==> src/rtl/ram_arbiter_fsm.sv <==
// Arbitrates a fetch port and a data port onto one shared multi-cycle RAM port.
// Data wins by default; a saturating starvation counter forces a fetch grant.
module ram_arbiter_fsm #(
  parameter int ADDR_W       = 32,
  parameter int DATA_W       = 32,
  parameter int STARVE_LIMIT = 4,
  parameter int RAM_TIMEOUT  = 16
) (
  input  logic              CLK,
  input  logic              nRST,
  input  logic              imem_ren,
  input  logic [ADDR_W-1:0] imem_addr,
  output logic [DATA_W-1:0] imem_load,
  output logic              ihit,
  input  logic              dmem_ren,
  input  logic              dmem_wen,
  input  logic [ADDR_W-1:0] dmem_addr,
  input  logic [DATA_W-1:0] dmem_store,
  input  logic [1:0]        dmem_width,
  output logic [DATA_W-1:0] dmem_load,
  output logic              dhit,
  output logic [ADDR_W-1:0] ram_addr,
  output logic [DATA_W-1:0] ram_store,
  output logic [1:0]        ram_width,
  output logic              ram_ren,
  output logic              ram_wen,
  input  logic [DATA_W-1:0] ram_load,
  input  logic              ram_ready,
  output logic              mem_err,
  output logic [1:0]        dbg_state_o
);

  localparam int SW = $clog2(STARVE_LIMIT + 1);
  localparam int TW = $clog2(RAM_TIMEOUT + 1);

  typedef enum logic [1:0] {
    S_IDLE  = 2'd0,
    S_IBUSY = 2'd1,
    S_DBUSY = 2'd2,
    S_RESP  = 2'd3
  } state_t;

  state_t            state_q;
  logic [SW-1:0]     starve_q;
  logic [TW-1:0]     tmo_q;
  logic [ADDR_W-1:0] addr_q;
  logic [DATA_W-1:0] store_q;
  logic [1:0]        width_q;
  logic              ren_q;
  logic              wen_q;
  logic              ihit_q;
  logic              dhit_q;
  logic              err_q;
  logic [DATA_W-1:0] iload_q;
  logic [DATA_W-1:0] dload_q;

  logic              dgrant_d;
  logic [SW-1:0]     starve_d;

  // Data is granted unless fetch is pending and has already been passed over STARVE_LIMIT times.
  always_comb begin
    dgrant_d = (dmem_wen | dmem_ren) &&
               !(imem_ren && (starve_q == SW'(STARVE_LIMIT)));
    starve_d = '0;
    if (imem_ren) begin
      starve_d = (starve_q == SW'(STARVE_LIMIT)) ? starve_q : starve_q + SW'(1);
    end
  end

  always_ff @(posedge CLK or negedge nRST) begin
    if (!nRST) begin
      state_q  <= S_IDLE;
      starve_q <= '0;
      tmo_q    <= '0;
      addr_q   <= '0;
      store_q  <= '0;
      width_q  <= '0;
      ren_q    <= 1'b0;
      wen_q    <= 1'b0;
      ihit_q   <= 1'b0;
      dhit_q   <= 1'b0;
      err_q    <= 1'b0;
      iload_q  <= '0;
      dload_q  <= '0;
    end else begin
      ihit_q <= 1'b0;
      dhit_q <= 1'b0;
      err_q  <= 1'b0;
      case (state_q)
        S_IDLE: begin
          tmo_q <= '0;
          if (dgrant_d) begin
            state_q  <= S_DBUSY;
            addr_q   <= dmem_addr;
            store_q  <= dmem_store;
            width_q  <= dmem_width;
            wen_q    <= dmem_wen;
            ren_q    <= !dmem_wen;
            starve_q <= starve_d;
          end else if (imem_ren) begin
            state_q  <= S_IBUSY;
            addr_q   <= imem_addr;
            store_q  <= '0;
            width_q  <= 2'b10;
            wen_q    <= 1'b0;
            ren_q    <= 1'b1;
            starve_q <= '0;
          end
        end
        S_IBUSY, S_DBUSY: begin
          if (ram_ready || (tmo_q == TW'(RAM_TIMEOUT - 1))) begin
            // Timed-out and store accesses both return zero on the load port.
            state_q <= S_RESP;
            ren_q   <= 1'b0;
            wen_q   <= 1'b0;
            err_q   <= !ram_ready;
            if (state_q == S_IBUSY) begin
              ihit_q  <= 1'b1;
              iload_q <= ram_ready ? ram_load : '0;
            end else begin
              dhit_q  <= 1'b1;
              dload_q <= (ram_ready && !wen_q) ? ram_load : '0;
            end
          end else begin
            tmo_q <= tmo_q + TW'(1);
          end
        end
        S_RESP: begin
          tmo_q   <= '0;
          state_q <= S_IDLE;
        end
        default: state_q <= S_IDLE;
      endcase
    end
  end

  assign ram_addr    = addr_q;
  assign ram_store   = store_q;
  assign ram_width   = width_q;
  assign ram_ren     = ren_q;
  assign ram_wen     = wen_q;
  assign ihit        = ihit_q;
  assign dhit        = dhit_q;
  assign mem_err     = err_q;
  assign imem_load   = iload_q;
  assign dmem_load   = dload_q;
  assign dbg_state_o = state_q;

endmodule

==> config.mk <==
export PLATFORM = sky130hd
export DESIGN_NAME = ram_arbiter_fsm
export DESIGN_NICKNAME = d
export VERILOG_FILES = /design/src/rtl/ram_arbiter_fsm.sv
export SDC_FILE = /design/constraint.sdc
export NUM_CORES = 1
export LEC_CHECK = 0
export CAP_MARGIN = 5
export CELL_PAD_IN_SITES_DETAIL_PLACEMENT = 1
export CELL_PAD_IN_SITES_GLOBAL_PLACEMENT = 2
export CORE_MARGIN = 2
export CORE_UTILIZATION = 26
export CTS_CLUSTER_SIZE = 30
export DETAILED_ROUTE_END_ITERATION = 10
export GPL_ROUTABILITY_DRIVEN = 0
export GPL_TIMING_DRIVEN = 0
export PLACE_DENSITY_LB_ADDON = 0.1
export SETUP_SLACK_MARGIN = 0.3
export SLEW_MARGIN = 20
export SYNTH_ARGS = -nofsm -noshare
export SYNTH_HDL_FRONTEND = slang
export SYNTH_SLANG_ARGS = --single-unit
==> constraint.sdc <==
create_clock -name CLK -period 5.25 [get_ports CLK]
set_input_delay 1.05 -clock CLK [delete_from_list [all_inputs] [get_ports CLK]]
set_output_delay 1.05 -clock CLK [all_outputs]
set_load 0.03 [all_outputs]
==> results.json, run 1 <==
{
  "die_w_um": 158,
  "dr_total_vias": 5519,
  "critPathSlowestCell": "clkdlybuf4s50_1",
  "numCtsBuffers": 17,
  "yosysMostFrequentCell": "nand2_1",
  "period_share": 0.489,
  "power_leakage_nw": 4.27,
  "portBuffers": 270,
  "end_kind": "output port",
  "worst_pin_slew_ns": 0.536,
  "setup_viol_count_final": 0,
  "async_flop_share": 1.00,
  "clkSinkCount": 145,
  "reg2reg_from": "tmo_q[0]",
  "clockBufferDepth": 2,
  "finalClockSkew_ns": 0.0102,
  "drt-initial-drc-count": 137,
  "synth_edf_count": 0,
  "reg2reg_depth": 9,
  "seq_area_frac_synth": 0.591,
  "cts_hold_buf": 0,
  "cp.required_ns": 4.20,
  "insertedDiodeCount": 0,
  "cp-startpoint": "ram_wen",
  "fp.dieArea_um2": 24900,
  "htree_levels": 4,
  "ant_nets": 0,
  "timing.rr.end": "dmem_load[22]",
  "syn_inst": 615,
  "p_per_area_nw_per_um2": 667,
  "worstPathCellList": "clkdlybuf4s50_1",
  "die_h_um": 158,
  "netlist_top_cells_count": "nand2_1 (170), dfrtp_1 (145), a21oi_1 (68)",
  "postSynthAreaPerCell_um2": 9.99,
  "firstDrtPassIters": 4,
  "grt_usage": 0.167,
  "power_mw": 6.57,
  "slew_viol_final": 0,
  "io_pins": 273,
  "clk_latency_ns": 0.42,
  "worstHoldStart": "imem_load[16]",
  "yosys_warnings": 0,
  "dp_hpwl_um": 15700,
  "cp-endpoint": "ram_wen",
  "fmax_ghz": 0.390,
  "pre_cts_ws_ns": 2.34,
  "layout-drive-gt1-share": 0.0991,
  "avgRoutedWirePerCell_um": 16.6,
  "finalCriticalPeriod_ns": 2.57,
  "max_cap_violations": 0,
  "synthFlopType": "dfrtp_1",
  "grt_pass1_wl_um": 32200,
  "clk_pin_slew_ns": 0.07,
  "cpLargestDelayFamily": "buffers and inverters",
  "rsz0062_at_grt": "no",
  "area_growth_pct": 60.4,
  "rrSetupSlack_ns": 3.24,
  "routed_wl_um": 20500,
  "layout.nets": 1047,
  "status": "finished, final reports clean",
  "hold_class": "reg -> reg",
  "synthTopCellsByArea": "dfrtp_1 (59%), nand2_1 (10%), a21oi_1 (5.5%)",
  "yosys.area.top_type_share": 0.591,
  "ys_ff_latch": 145,
  "viasPerCell": 4.46,
  "tritoncts": "built",
  "slowest_delay_ns": 0.72,
  "post-cts-setup-buffer-count": 0,
  "syn-num-nets": 757,
  "design.core.area_um2": 23300,
  "yosysTopAreaCell": "dfrtp_1",
  "hold_violations": 0,
  "grt_max_degree": 81,
  "grt_remaining_overflow": 0,
  "whs_ns": 0.482,
  "cts_root_buffer": "clkbuf_16",
  "grt_pass1_vias": 5918,
  "max_slew_margin": 0.643,
  "start_kind": "register",
  "row_count": 56,
  "cp.buffers_inverters": 1,
  "worst_slack_ns": 2.68,
  "ys_types": 34,
  "antenna_found_initial": 0,
  "synth_area_um2": 6140,
  "critPathKind": "reg -> out",
  "critPathMaxFanout": 3,
  "drc": 0,
  "ir_worst_vdd_uv": 267,
  "cp_num_cells": 1,
  "cp.arrival_ns": 1.52,
  "start_util": 0.263,
  "cts_resized": 0
}
[how the worst min path moves through the flow]
| stage | endpoint | slack (ns) | depth (start not counted) |
|---|---|---|---|
| floorplan | starve_q[0] | 0.48 | 1 |
| finish | imem_load[16] | 0.48 | 2 |
| global route | imem_load[14] | 0.51 | 2 |
| global placement | imem_load[18] | 0.46 | 2 |
| CTS | imem_load[1] | 0.48 | 2 |
| detailed placement | imem_load[1] | 0.47 | 2 |
[sequential cells by signal (all words and copies together) (netlist names)]
register,count
ram_wen,1
mem_err,1
ram_width,2
dbg_state_o,2
ihit,1
ram_store,32
dhit,1
imem_load,32
ram_addr,32
tmo_q,5
starve_q,3
dmem_load,32
ram_ren,1
[per-layer routing]
layer	routed length (µm)	GRT usage
met1	8370	0.199
met2	10400	0.288
met3	1540	0.0594
met4	226	0.0433
met5	0	0
[cells in the final DEF (no fill, tap or decap), types with 3 or more instances in the layout]
cell / netlist / routed
clkdlybuf4s50_1: 0 / 269
nand2_1: 170 / 170
dfrtp_1: 145 / 145
a21oi_1: 68 / 68
o21ai_0: 45 / 45
nor2_1: 37 / 37
a22o_1: 34 / 34
buf_6: 18 / 18
clkbuf_16: 0 / 17
buf_2: 16 / 16
o21ai_2: 14 / 14
o21ai_1: 12 / 12
inv_1: 8 / 8
clkbuf_1: 7 / 7
ha_1: 6 / 6
inv_6: 0 / 5
and2_1: 4 / 4
inv_8: 0 / 4
xnor2_1: 3 / 3
nand3_1: 3 / 3
[layout make-up]
type | instances | area (µm²)
repair buffers | 271 | 2740
flip-flops and latches | 145 | 3630
multi-input cells | 415 | 2110
fillers | 2613 | 13500
well taps | 319 | 399
plain buffers | 47 | 374
clock inverters | 15 | 149
clock buffers | 17 | 425
inverters | 8 | 30.0
[per-stage QoR]
| stage | utilization | instances | area, µm² | TNS (ns) |
|---|---|---|---|---|
| finish | 0.422 | 1237 | 9850 | 0 |
| global route | 0.422 | 1237 | 9850 | 0 |
| CTS | 0.422 | 1237 | 9850 | 0 |
| detailed placement | 0.398 | 1205 | 9280 | 0 |
| global placement | 0.396 | 1204 | 9250 | -439.74 |
| floorplan | - | 615 | 6140 | 0 |
[report_power, final]
| part | switching (mW) | total, mW | leakage [nW] | internal (mW) |
|---|---|---|---|---|
| Combinational | 2.02 | 3.46 | 2.16 | 1.44 |
| Clock | 0.560 | 1.19 | 0.286 | 0.633 |
| Sequential | 0.287 | 1.91 | 1.82 | 1.63 |
| Total | 2.87 | 6.57 | 4.27 | 3.70 |
[cells by family after synthesis]
kind of cell             count (synthesis)  share of synthesized area
adder cells (fa/ha/maj)                  6                     0.0122
multiplexers                             1                    0.00163
flip-flops                             145                      0.591
buffers and inverters                   55                     0.0658
AO/OA/AOI/OAI                          180                      0.180
AND/OR/NAND/NOR                        225                      0.146
XOR/XNOR                                 3                    0.00428
No activity file was read; power rests on OpenSTA's default activity.
==> run 2, diff against run 1 <==
CORE_UTILIZATION = 24   (was 26)
clock period = 2.57 ns   (was 5.25 ns; I/O delays follow)
==> results.json, run 2 (synthesis results as in run 1) <==
{
  "critPathMaxFanout": 3,
  "nFillCells": 2838,
  "insertedDiodeCount": 0,
  "start_util": 0.244,
  "dp_hpwl_um": 16000,
  "numCtsBuffers": 17,
  "layout.nets": 1047,
  "pre_cts_ws_ns": 0.210,
  "max_cap_violations": 0,
  "grt_max_degree": 83,
  "multiInputGateArea_um2": 2110,
  "cts_root_buffer": "clkbuf_16",
  "rrSetupSlack_ns": 0.54,
  "design.core.area_um2": 25200,
  "grt_pass1_vias": 6148,
  "placed_cells": 1216,
  "status": "finished, final reports clean",
  "ir_worst_vdd_uv": 490,
  "finalCriticalPeriod_ns": 2.06,
  "fin_area_um2": 9890,
  "hold_class": "in -> async",
  "finalClockSkew_ns": 0.0148,
  "critPathKind": "reg -> out",
  "reg2reg_from": "tmo_q[0]",
  "cp_num_cells": 1,
  "clk_latency_ns": 0.42,
  "critPathSlowestCell": "clkdlybuf4s50_1",
  "max_slew_margin": 0.647,
  "ant_nets": 0,
  "grt_pass1_wl_um": 33400,
  "reg2reg_depth": 7,
  "postPlaceCellArea_um2": 9290,
  "slew_viol_final": 0,
  "cts_resized": 0,
  "clockBufferDepth": 2,
  "setup_viol_count_final": 0,
  "io_pins": 273,
  "cp.arrival_ns": 1.55,
  "whs_ns": 0.00891,
  "timing.rr.end": "tmo_q[3]",
  "grt_remaining_overflow": 0,
  "fmax_ghz": 0.485,
  "cts_hold_buf": 0,
  "clkSinkCount": 145,
  "power_mw": 13.6,
  "worstPathCellList": "clkdlybuf4s50_1",
  "tritoncts": "built",
  "clk_pin_slew_ns": 0.07,
  "final_common_cell": "clkdlybuf4s50_1",
  "row_count": 58,
  "fp.dieArea_um2": 26900,
  "end_kind": "output port",
  "final_cells": 1248,
  "grt_usage": 0.160,
  "firstDrtPassIters": 4,
  "layout-drive-gt1-share": 0.0969,
  "p_per_area_nw_per_um2": 1370,
  "avgRoutedWirePerCell_um": 16.8,
  "post-cts-setup-buffer-count": 0,
  "drt-initial-drc-count": 179,
  "slowest_delay_ns": 0.73,
  "cpLargestDelayFamily": "buffers and inverters",
  "htree_levels": 4,
  "worst_slack_ns": 0.506,
  "cp.buffers_inverters": 1,
  "tns_ns": 0,
  "routed_wl_um": 21000,
  "post-route-util": 0.393,
  "portBuffers": 270,
  "die_w_um": 164,
  "viasPerCell": 4.43,
  "register_area_um2": 3630,
  "start_kind": "register",
  "hold_violations": 0,
  "drc": 0,
  "power_leakage_nw": 4.27,
  "cp.required_ns": 2.06,
  "dr_total_vias": 5528,
  "worst_pin_slew_ns": 0.530,
  "final_cell_mix": "clkdlybuf4s50_1 (269), nand2_1 (170), dfrtp_1 (145), a21oi_1 (68), o21ai_0 (45)",
  "period_share": 0.803,
  "antenna_found_initial": 0,
  "area_growth_pct": 60.9,
  "die_h_um": 164,
  "rsz0062_at_grt": "no"
}
[run 2: cell types whose count changed in the layout (fill, tap and decap cells not counted), sizes merged]
cell,previous run,this run
clkinvlp,0,2
clkbuf,26,29
bufinv,0,2
inv,17,13
clkinv,6,3
[run 2: area by class of cell]
cell class                 count  share of cell area
sequential                   145               0.367
timing repair buffer         271               0.277
multi-input combinational    415               0.214
clock buffer                  20              0.0452
tap                          330              0.0418
buffer                        47              0.0378
clock inverter                12              0.0149
inverter                       8             0.00304
[run 2: report_power, final]
group | leakage (nW) | switching (mW) | internal (mW) | total, mW
Sequential | 1.82 | 0.608 | 3.33 | 3.94
Clock | 0.284 | 1.04 | 1.48 | 2.52
Combinational | 2.16 | 4.15 | 2.94 | 7.09
[run 2: worst max path at each step]
stage / to / slack [ns] / start
2_1_floorplan: imem_load[14] / 0.74 / tmo_q[0]
3_3_place_gp: ram_addr[14] / -5.27 / nRST
3_5_place_dp: ram_addr[25] / 0.21 / dmem_wen
4_1_cts: ram_wen / 0.48 / ram_wen
5_1_grt: ram_wen / 0.36 / tmo_q[0]
6_report: ram_wen / 0.51 / ram_wen
[run 2: layer usage]
layer | global-route usage | vias up | wire length [µm]
li1 | - | 2640 | -
met1 | 0.192 | 2689 | 8740
met2 | 0.268 | 177 | 10300
met3 | 0.0596 | 22 | 1650
met4 | 0.0463 | 0 | 303
met5 | 0 | - | 0
==> edit: new RTL, config.mk and constraints of run 2 <==
Set the parameter `STARVE_LIMIT` to 8 (it was 4).
--- a/src/rtl/ram_arbiter_fsm.sv
+++ b/src/rtl/ram_arbiter_fsm.sv
@@ -4,5 +4,5 @@
   parameter int ADDR_W       = 32,
   parameter int DATA_W       = 32,
-  parameter int STARVE_LIMIT = 4,
+  parameter int STARVE_LIMIT = 8,
   parameter int RAM_TIMEOUT  = 16
 ) (
Behaviour: same outputs for any inputs over 4 cycles, from zero or initial values and one cycle with nRST low; that may be too few to reach the edited logic, so the function may still have changed.
==> edit against run 2 <==
Setup slack got worse by 0.049 ns. Sequential share of layout area decreased by 0.15 points. Sequential cell count increased by 1. Area after synthesis increased by 0.94%. Cell area increased by 1.1%. Largest power group unchanged. Wire length increased by 12%. Highest routed layer is now met5. Non-clock buffer count increased by 9. Utilization increased by 0.32 points. Total power decreased by 0.90%. Largest cell class unchanged. First-iteration DRC count increased by 75%.
==> edit: results (changes against run 2) <==
Via density: 4.70 (+6.2%)
FF-to-FF Start: tmo_q[0]
Top cells by count, synth: dfrtp_1, o21ai_0, nand2_1
Post-Place Cells: 1232 (+1.3%)
FF-to-FF path depth: 7 (unchanged)
Worst Path Arrival: 2.41 ns (+0.86 ns)
Cells after synthesis: 630 (+2.4%)
Pleak: 0.00417 uW (-2.2%)
PortBufs: 271 (+0.37%)
TritonCTS Buffers: 17 (unchanged)
Skew final: 0.0102 ns (-0.00462 ns)
Number of setup buffers added after CTS: 0 (unchanged)
Layout cells sized above 1: 7.92% (-1.8 points)
Final WL: 23600 um (+12%)
Cts repair resizes: 9 (+9)
DR iter-0 viols: 313 (+75%)
Worst-skew pair later-pin latency: 0.43 ns
Worst-path clk slew: 0.07 ns (about the same)
Root Buffer: clkbuf_16
Total GRT Usage: 17.5% (+1.5 points)
Maximum VDD drop: 457 uV (-6.7%)
Reg-to-reg endpoint: dmem_load[13]
Largest net degree at the start of global routing: 76 (-8.4%)
R2r setup slk: 0.46 ns (-0.08 ns)
Initial antenna violation count: 1 (+1)
ANT cells: 0 (unchanged)
Worst-margin pin slew: 0.603 ns (+0.0726 ns)
HPWL Detailed: 17700 um (+11%)
Final Setup Violations: 0 (unchanged)
H-tree levels: 4 (unchanged)
First-pass GRT wire length: 36600 um (+9.5%)
Vias in the first global route: 6549 (+6.5%)
Asr flop ratio synth: 100% (unchanged)
Via count: 5945 (+7.5%)
Post-synth cell types: 45 (+32%)
Area after DPL: 0.00936 mm^2 (+0.73%)
Syn Nets: 772 (+2.0%)
Sequential fraction of the synthesis area: 58.9% (-0.14 points)
Clk buf depth: 2 (unchanged)
Final nets: 1063 (+1.5%)
Final hold slack: 0.0229 ns (+0.0140 ns)
Worst Path Max Fanout: 10 (+7)
Drt pass-1 iters: 4 (unchanged)
Synth warn: 0 (unchanged)
Hold WC Path Type: in2async
Setup TNS Final: 0 ns (unchanged)
Status: finished, final reports clean
Largest cells by area after synthesis: dfrtp_1, o21ai_0, nand2_1
Post-Place Setup Slack: 0.0477 ns (-0.162 ns)
edit: where the power goes:
part	internal [uW]	total [uW]	switching, uW
clock network	1410	2550	1140
registers	3320	3920	598
logic	2770	6960	4190
total	7510	13400	5920
edit: critical path, cell delays in order, from the launching register on:
cell and delay [ns]:
dfrtp_1 0.41, ha_1 0.22, and3_1 0.19, ha_1 0.29
o21ai_4 0.27, or2_4 0.22, clkbuf_2 0.23, o21ai_0 0.15
edit: logic make-up after synthesis:
| group | synth area share (%) |
|---|---|
| AOI/OAI and AO/OA | 23.4 |
| xor gates and xnor gates | 0.282 |
| adders and majority gates | 1.21 |
| buffers and inverters | 4.58 |
| DFF | 58.9 |
| and+or+nand+nor | 11.6 |
edit: per-layer routing:
layer / share of wire [%] / GRT usage (%) / routed length (um) / up-vias
met3: 7.6 / 5.32 / 1800 / 21
met2: 49 / 29.2 / 11600 / 178
met1: 42 / 21.9 / 10000 / 2941
met5: 0.055 / 0 / 13 / -
li1: - / - / - / 2803
met4: 1.0 / 4.82 / 238 / 2
edit: cell type report:
| cell class | instances | area [um^2] |
|---|---|---|
| sequential | 146 | 3650 |
| timing repair buffer | 272 | 2750 |
| multi-input combinational | 420 | 2270 |
| inverter | 9 | 33.8 |
| buffer | 55 | 275 |
| clock inverter | 14 | 163 |
| tap | 330 | 413 |
| clock buffer | 18 | 439 |
| fill | 2850 | 15300 |
edit: worst max-delay path by stage:
stage	depth (start not counted)	end	slack [ns]	start
5_1_grt	8	imem_load[28]	0.30	tmo_q[0]
3_5_place_dp	7	dmem_load[13]	0.05	tmo_q[0]
6_report	7	dmem_load[13]	0.46	tmo_q[0]
2_1_floorplan	7	dmem_load[12]	0.70	tmo_q[0]
4_1_cts	7	imem_load[21]	0.33	tmo_q[0]
3_3_place_gp	1	dmem_load[16]	-5.28	nRST
